<file path="src/rtl/piso8_tx_if.sv">
// ============================================================================
// Module      : piso8_tx_if
// Description : Load handshake and serial-output bundle for piso8_tx.
//               master = word source / serial sink, slave = transmitter.
// Revision    : 1.0 - initial release
// ============================================================================
`default_nettype none

interface piso8_tx_if #(
   parameter int WIDTH = 8
);
   logic [WIDTH-1:0] D;
   logic             load_valid;
   logic             load_ready;
   logic             abort;
   logic             sout;
   logic             sout_valid;
   logic             busy;
   logic             done;

   modport master (
      output D, load_valid, abort,
      input  load_ready, sout, sout_valid, busy, done
   );

   modport slave (
      input  D, load_valid, abort,
      output load_ready, sout, sout_valid, busy, done
   );
endinterface

`default_nettype wire

</file>
<file path="src/rtl/piso8_tx.sv">
// ============================================================================
// Module      : piso8_tx
// Description : Parallel-in/serial-out transmitter. Accepts a WIDTH-bit word
//               on a valid/ready handshake, shifts it out one bit per clock
//               and pulses done for one cycle after the last bit.
//               Optional macro PISO8_TX_PARITY_EN appends an even-parity bit.
// Revision    : 1.0 - initial release
// ============================================================================
`default_nettype none

module piso8_tx #(
   parameter int WIDTH     = 8,
   parameter bit LSB_FIRST = 1'b1
) (
   input  wire logic      clk,
   input  wire logic      reset,
   piso8_tx_if.slave      bus
);

   localparam int            CW   = (WIDTH > 2) ? $clog2(WIDTH) : 1;
   localparam logic [CW-1:0] LAST = CW'(WIDTH - 1);

`ifdef PISO8_TX_PARITY_EN
   typedef enum logic [1:0] {
      S_IDLE   = 2'd0,
      S_SHIFT  = 2'd1,
      S_DONE   = 2'd2,
      S_PARITY = 2'd3
   } state_t;
`else
   typedef enum logic [1:0] {
      S_IDLE  = 2'd0,
      S_SHIFT = 2'd1,
      S_DONE  = 2'd2
   } state_t;
`endif

   state_t           state_q, state_d;
   logic [WIDTH-1:0] shreg_q, shreg_d;
   logic [CW-1:0]    cnt_q,   cnt_d;
   logic             head;
`ifdef PISO8_TX_PARITY_EN
   logic             parity_q, parity_d;
`endif

   // The head bit sits at the end of the register the shift moves toward.
   generate
      if (LSB_FIRST) begin : g_lsb_head
         assign head = shreg_q[0];
      end else begin : g_msb_head
         assign head = shreg_q[WIDTH-1];
      end
   endgenerate

   // Next-state logic: capture, shift/count, abort and terminal transitions.
   always_comb begin
      state_d  = state_q;
      shreg_d  = shreg_q;
      cnt_d    = cnt_q;
`ifdef PISO8_TX_PARITY_EN
      parity_d = parity_q;
`endif
      case (state_q)
         S_IDLE: begin
            // abort is deliberately ignored here so a concurrent load wins
            if (bus.load_valid) begin
               shreg_d  = bus.D;
               cnt_d    = '0;
               state_d  = S_SHIFT;
`ifdef PISO8_TX_PARITY_EN
               parity_d = ^bus.D;
`endif
            end
         end
         S_SHIFT: begin
            if (bus.abort) begin
               state_d = S_IDLE;
            end else begin
               shreg_d = LSB_FIRST ? (shreg_q >> 1) : (shreg_q << 1);
               cnt_d   = cnt_q + CW'(1);
               if (cnt_q == LAST) begin
`ifdef PISO8_TX_PARITY_EN
                  state_d = S_PARITY;
`else
                  state_d = S_DONE;
`endif
               end
            end
         end
`ifdef PISO8_TX_PARITY_EN
         S_PARITY: begin
            state_d = bus.abort ? S_IDLE : S_DONE;
         end
`endif
         S_DONE: begin
            state_d = S_IDLE;
         end
         default: begin
            state_d = S_IDLE;
         end
      endcase
   end

   // State register; reset discards any partial word immediately.
   always_ff @(posedge clk or negedge reset) begin
      if (!reset) begin
         state_q  <= S_IDLE;
         shreg_q  <= '0;
         cnt_q    <= '0;
`ifdef PISO8_TX_PARITY_EN
         parity_q <= 1'b0;
`endif
      end else begin
         state_q  <= state_d;
         shreg_q  <= shreg_d;
         cnt_q    <= cnt_d;
`ifdef PISO8_TX_PARITY_EN
         parity_q <= parity_d;
`endif
      end
   end

   // Outputs are decoded from registered state only; D never reaches sout
   // without passing through the shift register.
   assign bus.load_ready = (state_q == S_IDLE);
   assign bus.busy       = (state_q != S_IDLE);
   assign bus.done       = (state_q == S_DONE);
`ifdef PISO8_TX_PARITY_EN
   assign bus.sout_valid = (state_q == S_SHIFT) || (state_q == S_PARITY);
   assign bus.sout       = (state_q == S_SHIFT)  ? head     :
                           (state_q == S_PARITY) ? parity_q : 1'b0;
`else
   assign bus.sout_valid = (state_q == S_SHIFT);
   assign bus.sout       = (state_q == S_SHIFT) ? head : 1'b0;
`endif

endmodule

`default_nettype wire

</file>
<file path="src/flat_wrapper.sv">
// flat-port wrapper written by rule: the top's interface ports become plain ports
module piso8_tx_flat 
#(
   parameter int WIDTH     = 8,
   parameter bit LSB_FIRST = 1'b1
)
  (clk, reset, bus_D, bus_load_valid, bus_abort, bus_load_ready, bus_sout, bus_sout_valid, bus_busy, bus_done);
  piso8_tx_if #(.WIDTH(WIDTH)) bus_i ();
  input  wire logic clk;
  input  wire logic reset;
  input wire logic [$bits(bus_i.D)-1:0] bus_D;
  input wire logic [$bits(bus_i.load_valid)-1:0] bus_load_valid;
  input wire logic [$bits(bus_i.abort)-1:0] bus_abort;
  output wire logic [$bits(bus_i.load_ready)-1:0] bus_load_ready;
  output wire logic [$bits(bus_i.sout)-1:0] bus_sout;
  output wire logic [$bits(bus_i.sout_valid)-1:0] bus_sout_valid;
  output wire logic [$bits(bus_i.busy)-1:0] bus_busy;
  output wire logic [$bits(bus_i.done)-1:0] bus_done;
  assign bus_i.D = bus_D;
  assign bus_i.load_valid = bus_load_valid;
  assign bus_i.abort = bus_abort;
  assign bus_load_ready = bus_i.load_ready;
  assign bus_sout = bus_i.sout;
  assign bus_sout_valid = bus_i.sout_valid;
  assign bus_busy = bus_i.busy;
  assign bus_done = bus_i.done;
  piso8_tx #(.WIDTH(WIDTH), .LSB_FIRST(LSB_FIRST)) u_core (.clk(clk), .reset(reset), .bus(bus_i));
endmodule
</file>
<file path="config.mk">
export PLATFORM = sky130hd
export DESIGN_NAME = piso8_tx_flat
export DESIGN_NICKNAME = d
export VERILOG_FILES = /design/src/rtl/piso8_tx_if.sv /design/src/rtl/piso8_tx.sv /design/src/flat_wrapper.sv
export SDC_FILE = /design/constraint.sdc
export NUM_CORES = 1
export LEC_CHECK = 0
export ABC_AREA = 1
export CAP_MARGIN = 15
export CORE_AREA = 2 2 44 46
export CTS_CLUSTER_SIZE = 8
export DETAILED_ROUTE_END_ITERATION = 6
export DIE_AREA = 0 0 46 48
export PLACE_DENSITY = 0.83
export SYNTH_ARGS = -nofsm -noshare
export SYNTH_HDL_FRONTEND = slang
export SYNTH_SLANG_ARGS = --single-unit
</file>
<file path="constraint.sdc">
create_clock -name clk -period 1.2 [get_ports clk]
set_input_delay 0.24 -clock clk [delete_from_list [all_inputs] [get_ports clk]]
set_output_delay 0.24 -clock clk [all_outputs]
set_load 0.01 [all_outputs]
</file>
* Yosys cells after proc, flatten, opt, wreduce, memory -nomap -nowiden
Index checks and enable logic that the tools add are counted.
Word-level totals: bits in registers 13, input bits 12, word-level logic and storage cells 26, output and inout port bits 5
Cells by class: muxes and demuxes 11, equal/unequal tests 6, reductions and logical operators 5, add/subtract/negate cells 1
Operator list (number):
- $mux 8 | 2
- $pmux 8 s2 | 1
- $mux 2 | 3
- $mux 3 | 2
- $pmux 3 s2 | 1
- $ne 2x2->1 const B | 2
- $pmux 2 s2 | 1
- $reduce_bool 2->1 | 2
- $add 3x1->3 const B | 1
- $eq 3x3->1 const B | 1
- $ne 3x2->1 const B | 1
- $reduce_and 3->1 | 1
- $eq 2x1->1 const B | 1
- $eq 2x2->1 const B | 1
- $logic_not 2->1 | 1
- $reduce_and 2->1 | 1
- $mux 1 | 1

* Depth between registers and ports, before layout
depth in word-level cells 4, mapped depth 7, mapped depth without buffers 6

* Worst setup path after synthesis
Ideal clock, no wire load.
path kind flip-flop to output port, from reg u_core.state_q[1], to out bus_sout, path buffers 1, setup slack 71 ps, data required time 960 ps, data arrival time 889 ps, cell stages (with the launch flop) 5, cells stage by stage dfrtp_1 > inv_2 > nand2_4 > buf_6 > nor2_1
Between the ends: word-level cells in the longest chain between the ends 2
RTL lines:
- start, declared | RTL line piso8_tx.sv:38 | state_t state_q, state_d;
- start signal, assigned | RTL line piso8_tx.sv:114 | state_q <= state_d;
- $eq 2x1->1 | RTL line piso8_tx.sv:134 | assign bus.sout = (state_q == S_SHIFT) ? head : 1'b0;
- $mux 1 | RTL line piso8_tx.sv:134
- end, declared | RTL line flat_wrapper.sv:15 | output wire logic [$bits(bus_i.sout)-1:0] bus_sout;
Every way passes these cells.

* Worst setup path in the final report
from reg u_core.state_q[0], to out bus_busy
Between the ends: word-level cells in the longest chain between the ends 1
RTL lines:
- $reduce_bool 2->1 | RTL line piso8_tx.sv:126 | assign bus.busy = (state_q != S_IDLE);
- end, declared | RTL line flat_wrapper.sv:17 | output wire logic [$bits(bus_i.busy)-1:0] bus_busy;
Every way passes these cells.

==> summary.md <==
| Metric | Value |
|---|---|
| Met2 usage | 0.389 |
| Clock latency on the worst-skew pair | around 270 ps |
| Top_reg_cell synth | dfrtp_1 |
| Synth area leaders | dfrtp_1 (42%), nand2_1 (17%), nand3_2 (12%) |
| Worst Tran Pin Value | 178 ps |
| Die area | about 2200 sq um |
| Pwr dens | around 1300 nW/um^2 |
| Final Routed Wirelength | about 2000 microns |
| CP max FO | 4 |
| Final hold slack | about 280 ps |
| Share of layout cells above drive strength 1 | 0.419 |
| # port buffers | 16 |
| Final setup viols | 17 |
| Number of global-route vias before repair | 715 |
| Average detailed-routed wire length per instance | about 13 microns |
| Worst Path Arrival | 1110 ps |
| Die Ht | around 48 microns |
| CP Capture Type | primary output |
| Post-DP HPWL | around 1400 microns |
| Critical path type | reg -> out |
| Distinct cell type count after synthesis | 14 |
| Max Clock Freq | between 0.7 and 0.8 GHz |
| Clk buf depth | 2 |
| Post-synth top area share | 0.417 |
| Diodes inserted | 0 |
| Starting Density | 0.461 |
| GRT Residual Overflow | 0 |
| Vias per cell | between 5 and 6 |
| Period utilisation layout | 1.12 |
| Peak VDD IR | 0.857 mV |
| GRT busiest layer | met2 |
| Post-synthesis sequential area ratio | 0.417 |
| Row Count | 15 |
| CTS tree | done |
| Post-synth top area cell | dfrtp_1 |
| DRC Markers | 0 |
| Failing checks | negative setup slack |
| I/O pins | 17 |
| Syn_area_per_cell | about 8.4 sq um |
| Post-synth EDFFs | 0 |
| Final number of hold-violating endpoints | 0 |
| Routed Antenna Nets | 0 |
| CTS sink count | 13 |
| Starting DRC count in detailed routing | 12 |
| Clock transition at path regs | around 80 ps |
| Pwr Total | about 1.6 mW |
| Synth warnings | 0 |
| Worst Setup Slack, final | -147 ps |
| Async SR Flop Fraction | 1.00 |
| Clk_skew | approximately 3.1 ps |
| Clock period minus worst slack | 1350 ps |
| Via count | a little under 800 |
| P&R area growth vs syn | 57.6% |
| Grt met1 use | 0.218 |
| Clock root cell | clkbuf_4 |
| RSZ-0062 raised after global routing | yes |
| Num CTS Buffers | 3 |
| Synth Register Bits | 13 |
| Fin nets | between 150 and 200 |
| Post-Syn Area | just under 800 sq um |
| Initial antenna violation count | 0 |
| GPL Wtd Cong | a little under 0.8 |
| Post-synth net total | 107 |
| Leak | 0.644 nW |
| Fill cell total of the finished layout | approximately 120 |
| Global router's overall resource usage | 0.208 |
| Die width | 46 microns |
| Top-count cell post-synth | nand2_1 |
| Met3 global-route usage | 0.0340 |
| Max-slew headroom | 0.882 |
| Status | finished with violations |
| Core region area | about 1700 sq um |
| Critical path launch point type | flop |
| Worst Hold Class | in -> async |
| H-Tree Depth | 1 |
| Largest net degree at the start of global routing | 14 |
| Critical Path RT | about 960 ps |
| Synth cell count leaders | nand2_1 (35), dfrtp_1 (13), nand3_1 (10) |
| Global-route wire length before repair | a little over 3000 microns |
| Final max-slew violation count | 0 |
| Syn Inst Count | 93 |
| Max-cap viol count | 0 |
| DRT Pass-1 Iters | 4 |
-- flip-flops by register name, summed over array words and instances, names as in the netlist --
| register | count |
|---|---|
| u_core.state_q | 2 |
| u_core.shreg_q | 8 |
| u_core.cnt_q | 3 |
-- per-stage QoR --
stage               TNS, ps  instance area, sq um  utilization  cells  worst slack [ps]
finish                -1070                  1230        0.727    153              -147
global route          -2040                  1230        0.727    153              -196
CTS                    -848                  1210        0.716    153              -139
detailed placement    -2080                  1040        0.618    139              -232
global placement      -1600                  1040        0.618    139              -197
floorplan                 0                   779            -     93              71.4
-- worst paths after layout --
kind / end / cells after the start / from / slack [ps]
max reg2reg: u_core.shreg_q[2]$_DFFE_PN0P_ / 7 / u_core.state_q[0]$_DFFE_PN0P_ / -60
max in group asynchronous: u_core.state_q[0]$_DFFE_PN0P_ / 2 / reset / 740
min in group clk: u_core.shreg_q[3]$_DFFE_PN0P_ / 2 / u_core.shreg_q[3]$_DFFE_PN0P_ / 520
min: u_core.state_q[1]$_DFFE_PN0P_ / 2 / reset / 280
max: bus_busy / 4 / u_core.state_q[0]$_DFFE_PN0P_ / -150
min reg2reg: u_core.shreg_q[3]$_DFFE_PN0P_ / 2 / u_core.shreg_q[3]$_DFFE_PN0P_ / 520
-- worst max-delay path, stage by stage, from the launching register on --
cell     delay [ps]
dfrtp_2         420
buf_6           120
nor2_4          130
inv_2            50
buf_6           110
-- cells by family after synthesis --
kind of cell / count (synthesis) / synth area share
and+or+nand+nor: 65 / 0.448
buffers and inverters: 12 / 0.0963
adders and majority gates: 2 / 0.0321
AOI/OAI and AO/OA: 1 / 0.00641
DFF: 13 / 0.417
-- what timing repair did --
action | 4_1_cts | 5_1_grt
setup buffers | 10 | 0
hold buffers | 0 | 0
setup endpoints to repair | 14 | 18
pin swaps | 8 | 3
gates resized for setup | 45 | 5
endpoints found under the hold margin | 0 | 0
-- layer usage --
layer | wire length [microns] | share of wire
met1 | 766 | 0.38
met2 | 1110 | 0.55
met3 | 83 | 0.041
met4 | 46 | 0.023
met5 | 0 | 0
-- cell usage in the layout, fill, tap and decap left out --
master            n
clkdlybuf4s50_1  11
ha_1              2
inv_2             3
nand3_2           9
clkbuf_1          1
buf_6            19
nand3_4           1
nand3_1          10
o21ai_2           1
dfrtp_1          12
dfrtp_2           1
buf_4            11
nor2_1            4
nand2_2           1
clkbuf_4          3
nor2_4            3
inv_1             5
nand2_4           3
buf_2             2
nand2_1          34
-- report_power, final --
part	internal (mW)	switching (mW)	leakage, nW	total, mW
Combinational	0.357	0.318	0.463	0.675
Sequential	0.552	0.0787	0.166	0.630
Clock	0.129	0.140	0.0150	0.269
-- cell type report --
cell class / instances / area (sq um) / share of cell area
timing repair buffer: 43 / 417 / 0.339
multi-input combinational: 68 / 408 / 0.332
sequential: 13 / 327 / 0.266
inverter: 8 / 30.0 / 0.0244
clock buffer: 4 / 26.3 / 0.0214
tap: 17 / 21.3 / 0.0173
(Power assumes the default switching activity.)
